<file path="config.mk">
export PLATFORM = sky130hd
export DESIGN_NAME = axi_log_capture
export DESIGN_NICKNAME = d
export VERILOG_FILES = /design/src/rtl/axi_log_capture.sv
export SDC_FILE = /design/constraint.sdc
export NUM_CORES = 1
export LEC_CHECK = 0
export ABC_AREA = 1
export BUFFER_PORTS_ARGS = -buffer_cell sky130_fd_sc_hd__buf_2
export CELL_PAD_IN_SITES_DETAIL_PLACEMENT = 1
export CELL_PAD_IN_SITES_GLOBAL_PLACEMENT = 1
export CORE_MARGIN = 2
export CORE_UTILIZATION = 49
export CTS_CLUSTER_DIAMETER = 200
export CTS_CLUSTER_SIZE = 30
export DETAILED_ROUTE_END_ITERATION = 8
export GPL_ROUTABILITY_DRIVEN = 1
export PLACE_DENSITY = 0.89
export REMOVE_ABC_BUFFERS = 1
export SLEW_MARGIN = 20
export SYNTH_ARGS = -nofsm -noshare
export SYNTH_HDL_FRONTEND = slang
export SYNTH_SLANG_ARGS = --single-unit
</file>
<file path="constraint.sdc">
create_clock -name Clk_CI -period 11.1 [get_ports Clk_CI]
set_input_delay 1.11 -clock Clk_CI [delete_from_list [all_inputs] [get_ports Clk_CI]]
set_output_delay 1.11 -clock Clk_CI [all_outputs]
set_load 0.02 [all_outputs]
</file>
<file path="src/rtl/axi_log_capture.sv">
// axi_log_capture: snoops AXI AR/AW handshakes into per-channel FIFOs and drains
// them round-robin into a one-entry-per-cycle log stream. Optional: AXI_LOG_CAPTURE_FILTER_EN.
module axi_log_capture #(
  parameter int unsigned AXI_ADDR_BITW = 32,
  parameter int unsigned AXI_ID_BITW   = 8,
  parameter int unsigned AXI_LEN_BITW  = 8,
  parameter int unsigned FIFO_DEPTH    = 4,
  parameter int unsigned DROP_CNT_BITW = 16
) (
  input  logic                     Clk_CI,
  input  logic                     Rst_RI,
  input  logic                     ArValid_SI,
  input  logic                     ArReady_SI,
  input  logic [AXI_ID_BITW-1:0]   ArId_DI,
  input  logic [AXI_ADDR_BITW-1:0] ArAddr_DI,
  input  logic [AXI_LEN_BITW-1:0]  ArLen_DI,
  input  logic                     AwValid_SI,
  input  logic                     AwReady_SI,
  input  logic [AXI_ID_BITW-1:0]   AwId_DI,
  input  logic [AXI_ADDR_BITW-1:0] AwAddr_DI,
  input  logic [AXI_LEN_BITW-1:0]  AwLen_DI,
  input  logic                     LogFull_SI,
  input  logic                     Clear_SI,
  input  logic [AXI_ADDR_BITW-1:0] FiltBase_DI,
  input  logic [AXI_ADDR_BITW-1:0] FiltMask_DI,
  output logic                     LogValid_SO,
  output logic                     LogWrite_SO,
  output logic [AXI_ID_BITW-1:0]   LogId_DO,
  output logic [AXI_ADDR_BITW-1:0] LogAddr_DO,
  output logic [AXI_LEN_BITW-1:0]  LogLen_DO,
  output logic [DROP_CNT_BITW-1:0] DropCnt_DO
);

  localparam int unsigned ENTRY_BITW = AXI_ID_BITW + AXI_ADDR_BITW + AXI_LEN_BITW;
  localparam int unsigned PTR_BITW   = $clog2(FIFO_DEPTH);
  localparam int unsigned PCNT_BITW  = PTR_BITW + 1;
  localparam int unsigned SUM_BITW   = DROP_CNT_BITW + 2;
  localparam logic [DROP_CNT_BITW-1:0] DROP_MAX = '1;

  logic [ENTRY_BITW-1:0]    r_ar_mem [FIFO_DEPTH];
  logic [ENTRY_BITW-1:0]    r_aw_mem [FIFO_DEPTH];
  logic [PCNT_BITW-1:0]     r_ar_wptr, r_ar_rptr, r_aw_wptr, r_aw_rptr;
  logic                     r_prio_aw;
  logic                     r_log_valid, r_log_write;
  logic [AXI_ID_BITW-1:0]   r_log_id;
  logic [AXI_ADDR_BITW-1:0] r_log_addr;
  logic [AXI_LEN_BITW-1:0]  r_log_len;
  logic [DROP_CNT_BITW-1:0] r_drop_cnt;

  logic                     w_ar_match, w_aw_match, w_ar_hs, w_aw_hs;
  logic                     w_ar_empty, w_aw_empty, w_ar_full, w_aw_full;
  logic                     w_ar_pop, w_aw_pop, w_pop;
  logic                     w_ar_push, w_aw_push, w_ar_drop, w_aw_drop, w_log_drop;
  logic                     w_ar_wr, w_aw_wr;
  logic [1:0]               w_drop_inc;
  logic [SUM_BITW-1:0]      w_drop_sum;
  logic [DROP_CNT_BITW-1:0] w_drop_next;
  logic [ENTRY_BITW-1:0]    w_ar_entry, w_aw_entry, w_pop_entry;

`ifdef AXI_LOG_CAPTURE_FILTER_EN
  assign w_ar_match = (ArAddr_DI & FiltMask_DI) == (FiltBase_DI & FiltMask_DI);
  assign w_aw_match = (AwAddr_DI & FiltMask_DI) == (FiltBase_DI & FiltMask_DI);
`else
  logic w_unused_filt;
  assign w_unused_filt = ^{FiltBase_DI, FiltMask_DI};
  assign w_ar_match    = 1'b1;
  assign w_aw_match    = 1'b1;
`endif

  assign w_ar_hs    = ArValid_SI & ArReady_SI & w_ar_match;
  assign w_aw_hs    = AwValid_SI & AwReady_SI & w_aw_match;
  assign w_ar_entry = {ArId_DI, ArAddr_DI, ArLen_DI};
  assign w_aw_entry = {AwId_DI, AwAddr_DI, AwLen_DI};

  assign w_ar_empty = (r_ar_wptr == r_ar_rptr);
  assign w_aw_empty = (r_aw_wptr == r_aw_rptr);
  assign w_ar_full  = ((r_ar_wptr - r_ar_rptr) == PCNT_BITW'(FIFO_DEPTH));
  assign w_aw_full  = ((r_aw_wptr - r_aw_rptr) == PCNT_BITW'(FIFO_DEPTH));

  // Round-robin only matters under contention; a lone non-empty FIFO always wins.
  assign w_ar_pop = ~w_ar_empty & (w_aw_empty | ~r_prio_aw);
  assign w_aw_pop = ~w_aw_empty & (w_ar_empty | r_prio_aw);
  assign w_pop    = w_ar_pop | w_aw_pop;

  assign w_pop_entry = w_ar_pop ? r_ar_mem[r_ar_rptr[PTR_BITW-1:0]]
                                : r_aw_mem[r_aw_rptr[PTR_BITW-1:0]];

  // A full FIFO still accepts a push when it is popped in the same cycle.
  assign w_ar_push  = w_ar_hs & (~w_ar_full | w_ar_pop);
  assign w_aw_push  = w_aw_hs & (~w_aw_full | w_aw_pop);
  assign w_ar_drop  = w_ar_hs & w_ar_full & ~w_ar_pop;
  assign w_aw_drop  = w_aw_hs & w_aw_full & ~w_aw_pop;
  assign w_log_drop = w_pop & LogFull_SI;

  assign w_drop_inc  = 2'(w_ar_drop) + 2'(w_aw_drop) + 2'(w_log_drop);
  assign w_drop_sum  = SUM_BITW'(r_drop_cnt) + SUM_BITW'(w_drop_inc);
  assign w_drop_next = (w_drop_sum > SUM_BITW'(DROP_MAX)) ? DROP_MAX
                                                          : w_drop_sum[DROP_CNT_BITW-1:0];

  assign w_ar_wr = w_ar_push & ~Rst_RI & ~Clear_SI;
  assign w_aw_wr = w_aw_push & ~Rst_RI & ~Clear_SI;

  // FIFO storage needs no reset; the pointers define validity.
  always_ff @(posedge Clk_CI) begin
    if (w_ar_wr) r_ar_mem[r_ar_wptr[PTR_BITW-1:0]] <= w_ar_entry;
    if (w_aw_wr) r_aw_mem[r_aw_wptr[PTR_BITW-1:0]] <= w_aw_entry;
  end

  always_ff @(posedge Clk_CI) begin
    if (Rst_RI) begin
      r_ar_wptr   <= '0;
      r_ar_rptr   <= '0;
      r_aw_wptr   <= '0;
      r_aw_rptr   <= '0;
      r_prio_aw   <= 1'b0;
      r_log_valid <= 1'b0;
      r_log_write <= 1'b0;
      r_log_id    <= '0;
      r_log_addr  <= '0;
      r_log_len   <= '0;
      r_drop_cnt  <= '0;
    end else if (Clear_SI) begin
      r_ar_wptr   <= '0;
      r_ar_rptr   <= '0;
      r_aw_wptr   <= '0;
      r_aw_rptr   <= '0;
      r_prio_aw   <= 1'b0;
      r_log_valid <= 1'b0;
      r_drop_cnt  <= '0;
    end else begin
      if (w_ar_push) r_ar_wptr <= r_ar_wptr + PCNT_BITW'(1);
      if (w_aw_push) r_aw_wptr <= r_aw_wptr + PCNT_BITW'(1);
      if (w_ar_pop)  r_ar_rptr <= r_ar_rptr + PCNT_BITW'(1);
      if (w_aw_pop)  r_aw_rptr <= r_aw_rptr + PCNT_BITW'(1);
      if (~w_ar_empty & ~w_aw_empty) r_prio_aw <= ~r_prio_aw;
      r_log_valid <= w_pop & ~LogFull_SI;
      if (w_pop & ~LogFull_SI) begin
        r_log_write                       <= w_aw_pop;
        {r_log_id, r_log_addr, r_log_len} <= w_pop_entry;
      end
      r_drop_cnt <= w_drop_next;
    end
  end

  assign LogValid_SO = r_log_valid;
  assign LogWrite_SO = r_log_write;
  assign LogId_DO    = r_log_id;
  assign LogAddr_DO  = r_log_addr;
  assign LogLen_DO   = r_log_len;
  assign DropCnt_DO  = r_drop_cnt;

endmodule

</file>
==> results.md <==
* Setup TNS at 0 ns
* Synth Area in Compound Gates at 9.14%
* Largest family of logic cells by synthesized area: simple AND/OR/NAND/NOR gates
* Detailed placement HPWL at 29400 um
* H-tree Lvls at 1
* CP max FO at 52
* Nets at 1955
* Sequential Area at 13200 um^2
* Synth Area in Simple Gates at 14.1%
* Max Root-Sink Buffers at 3
* Slowest stage delay, CP at 0.62 ns
* CP startpoint kind: flip-flop
* Hold buffers post-CTS at 0
* Fillcell total at 3991
* Die X at 199 um
* Peak supply drop at 0.122 mV
* GRT Util Overall at 25.3%
* P&R area growth vs syn at 10.1%
* Synth Area per Inst at 11.3 um^2
* RSZ-0062 raised after global routing: false
* Slew @ Worst Pin at 1.08 ns
* Critical path arrival at 5.16 ns
* Final WS setup at 6.44 ns
* Cell Count, Final, Fillers Out at 2303
* Drt drc at 0
* MaxCap Viol Count at 0
* CP Cell Sequence: inv_1 -> ha_1 -> nand2_1 -> inv_1 -> nand2_2 -> nand2_1 -> nand2_2 -> buf_4 -> nand3_1 -> fa_1 -> inv_1 -> ha_1 -> inv_1 -> fa_1 -> inv_1 -> nand3_1 -> inv_1 -> nand4_1 -> nand3_1 -> nand2_1 -> inv_1
* Pwr dens at 150 nW/um^2
* Fin. Hold Viols at 0
* Placed Cells at 2257
* Synthesized area at 18600 um^2
* Post-CTS sizing at 0
* Type of the worst min-delay path: flip-flop to flip-flop
* Vias per cell at 5.58
* Most used cell, CP: inv_1
* Synth cell types at 29
* Top Ports at 234
* F_max at 214 MHz
* Worst Path Class, Setup: flip-flop to flip-flop
* Post-Synth XOR/XNOR Area at 0.470%
* Seq cells post-synth at 467
* GPL Wtd Cong at 0.775
* CTS Buf Count at 19
* Die area at 39600 um^2
* Initial Utilization at 49.5%
* Min cycle time layout at 4.66 ns
* Die Ht at 199 um
* Vias in the first global route at 13700
* Final setup violation count at 0
* Max transition margin at 28.1%
* Fin crit share at 42.0%
* Post-Synth Adder-Cell Area at 1.29%
* Total clock sinks at 467
* Highest-delay cell along the critical path: buf_4
* TritonCTS clock tree: done
* Worst Path Required at 11.60 ns
* CP Buf/Inv Count at 8
* Layout cells sized above 1 at 13.5%
* Crit path max-delay family: simple AND/OR/NAND/NOR gates
* Starting DRT DRC Count at 851
* Post-CTS setup buffers at 0
* First-pass GRT wire length at 75900 um
* Total number of vias at 12800
* Area of the multi-input gates at 4700 um^2
* Detail Route Antenna Nets at 0
* Clock root buffer: clkbuf_16
* Avg WL per Cell at 21.7 um
* Pre-antenna DRT Iters at 5
* Dpl ws at 6.52 ns
* Largest net degree at the start of global routing at 98
* CP endpoint kind: flip-flop
* Cells after Synth at 1653
* Final setup skew at 0.0348 ns
* Worst skew pair latency at 0.57 ns
* Status: finished, final reports clean
* Total gr overflow at 0
* Multiplexer share of the synthesized area at 0%
* Pins Over Slew Limit at 0
* Leak Pwr at 7.57 nW
* Cell row count at 71
* Sequential share of the synthesized area at 70.9%
* Warnings from Yosys at 0
* Buffers on Ports at 169
* Antenna violations before repair at 10
* Core ar. at 37600 um^2
* Final WL at 50100 um
* Clock transition at path regs at 0.12 ns
## flip-flops by register name, summed over array words and instances, names as in the netlist, 3 cells and up, named ones only
signal	flops
r_aw_mem	192
r_aw_rptr	3
r_ar_rptr	3
r_aw_wptr	3
DropCnt_DO	16
LogAddr_DO	32
LogLen_DO	8
r_ar_mem	192
r_ar_wptr	3
LogId_DO	8
## final timing paths
check,cells past startpoint,to,slack (ns),startpoint
worst max-delay path,21,DropCnt_DO[9],6.44,r_aw_wptr[0]
worst min-delay path,2,LogWrite_SO,0.49,LogWrite_SO
worst max register to register,21,DropCnt_DO[9],6.44,r_aw_wptr[0]
worst min register to register,2,LogWrite_SO,0.49,LogWrite_SO
## synth_stat cells
library cell / n / share of area, %
buf_6: 4 / 0.24
buf_1: 1 / 0.020
nor3_1: 6 / 0.16
nor3b_1: 8 / 0.32
inv_2: 2 / 0.040
o22ai_1: 48 / 1.6
nand3_2: 10 / 0.54
dfxtp_1: 83 / 8.9
a21oi_2: 2 / 0.094
clkinv_1: 1 / 0.020
xor2_1: 8 / 0.38
nor2_1: 352 / 7.1
inv_1: 91 / 1.8
edfxtp_1: 384 / 62
buf_2: 38 / 1.0
nand4_1: 3 / 0.10
fa_1: 2 / 0.22
nand2_1: 206 / 4.2
o21ai_0: 203 / 5.5
a211oi_1: 1 / 0.040
ha_1: 16 / 1.1
clkbuf_2: 2 / 0.054
nand2_2: 4 / 0.13
nand3b_1: 1 / 0.040
clkbuf_1: 46 / 0.93
xnor2_1: 2 / 0.094
nand3_1: 57 / 1.5
o21ai_1: 43 / 1.2
a21oi_1: 29 / 0.78
## where the power goes
group	leakage, nW	total [mW]	internal (mW)	switching, mW
clock	0.261	0.856	0.334	0.522
sequential	4.13	1.94	1.92	0.0219
combinational	3.18	0.284	0.0832	0.201
total	7.57	3.08	2.33	0.745
## placed cells by master (no fill, tap or decap)
cell and n:
edfxtp_1 384, nand3_1 57, o22ai_1 48, a21oi_1 29, nand3_2 10, nor3b_2 8, ha_1 16, nand3b_1 1
xor2_1 8, nand2_1 205, nand2_2 5, buf_16 2, fa_1 2, a21oi_2 1, clkinv_1 1, clkinv_2 2
nand4_1 3, a21oi_4 1, inv_4 1, xnor2_1 2, buf_4 15, inv_2 2, o21ai_1 43, a211oi_1 1
nor3_1 6, dfxtp_4 3, inv_6 1, clkbuf_1 13, clkinv_8 1, buf_2 169, diode_2 10, clkbuf_16 19
dfxtp_2 1, nor2_1 352, o21ai_0 203, inv_1 88, dfxtp_1 79
## tightest hold or removal path, stage by stage (launching register included)
cell     delay (ns)
dfxtp_1        0.33
nand2_1        0.06
a21oi_1        0.06
## logic make-up after synthesis
family | after synthesis
AO/OA/AOI/OAI | 326
XOR/XNOR | 10
adder cells (fa/ha/maj) | 18
buffers and inverters | 185
flip-flops | 467
AND/OR/NAND/NOR | 647
## layout make-up
type,instances,area share (%)
diodes,10,0.122
clock buffers,32,2.56
clock inverters,2,0.122
inverters,94,1.75
multi-input cells,1001,22.9
flip-flops and latches,467,64.4
well taps,511,3.12
repair buffers,186,4.95
## per-layer routing
| layer | wire [um] | GRT usage, % | vias to the layer above | share of wire [%] |
|---|---|---|---|---|
| li1 | - | - | 5916 | - |
| met5 | 78 | 0 | - | 0.16 |
| met3 | 2880 | 4.10 | 76 | 5.7 |
| met2 | 25800 | 46.0 | 368 | 51 |
| met4 | 935 | 6.19 | 12 | 1.9 |
| met1 | 20400 | 31.5 | 6477 | 41 |
## stage by stage
step	power, mW	instance area [um^2]	utilization, %	hold slack (ns)
floorplan	2.13	18200	-	0.454
global placement	2.23	19900	52.9	0.457
detailed placement	2.26	19900	52.9	0.472
CTS	3.09	20400	54.3	0.490
global route	3.18	20500	54.5	0.530
finish	3.08	20500	54.5	0.488
No activity file was read; power rests on OpenSTA's default activity.
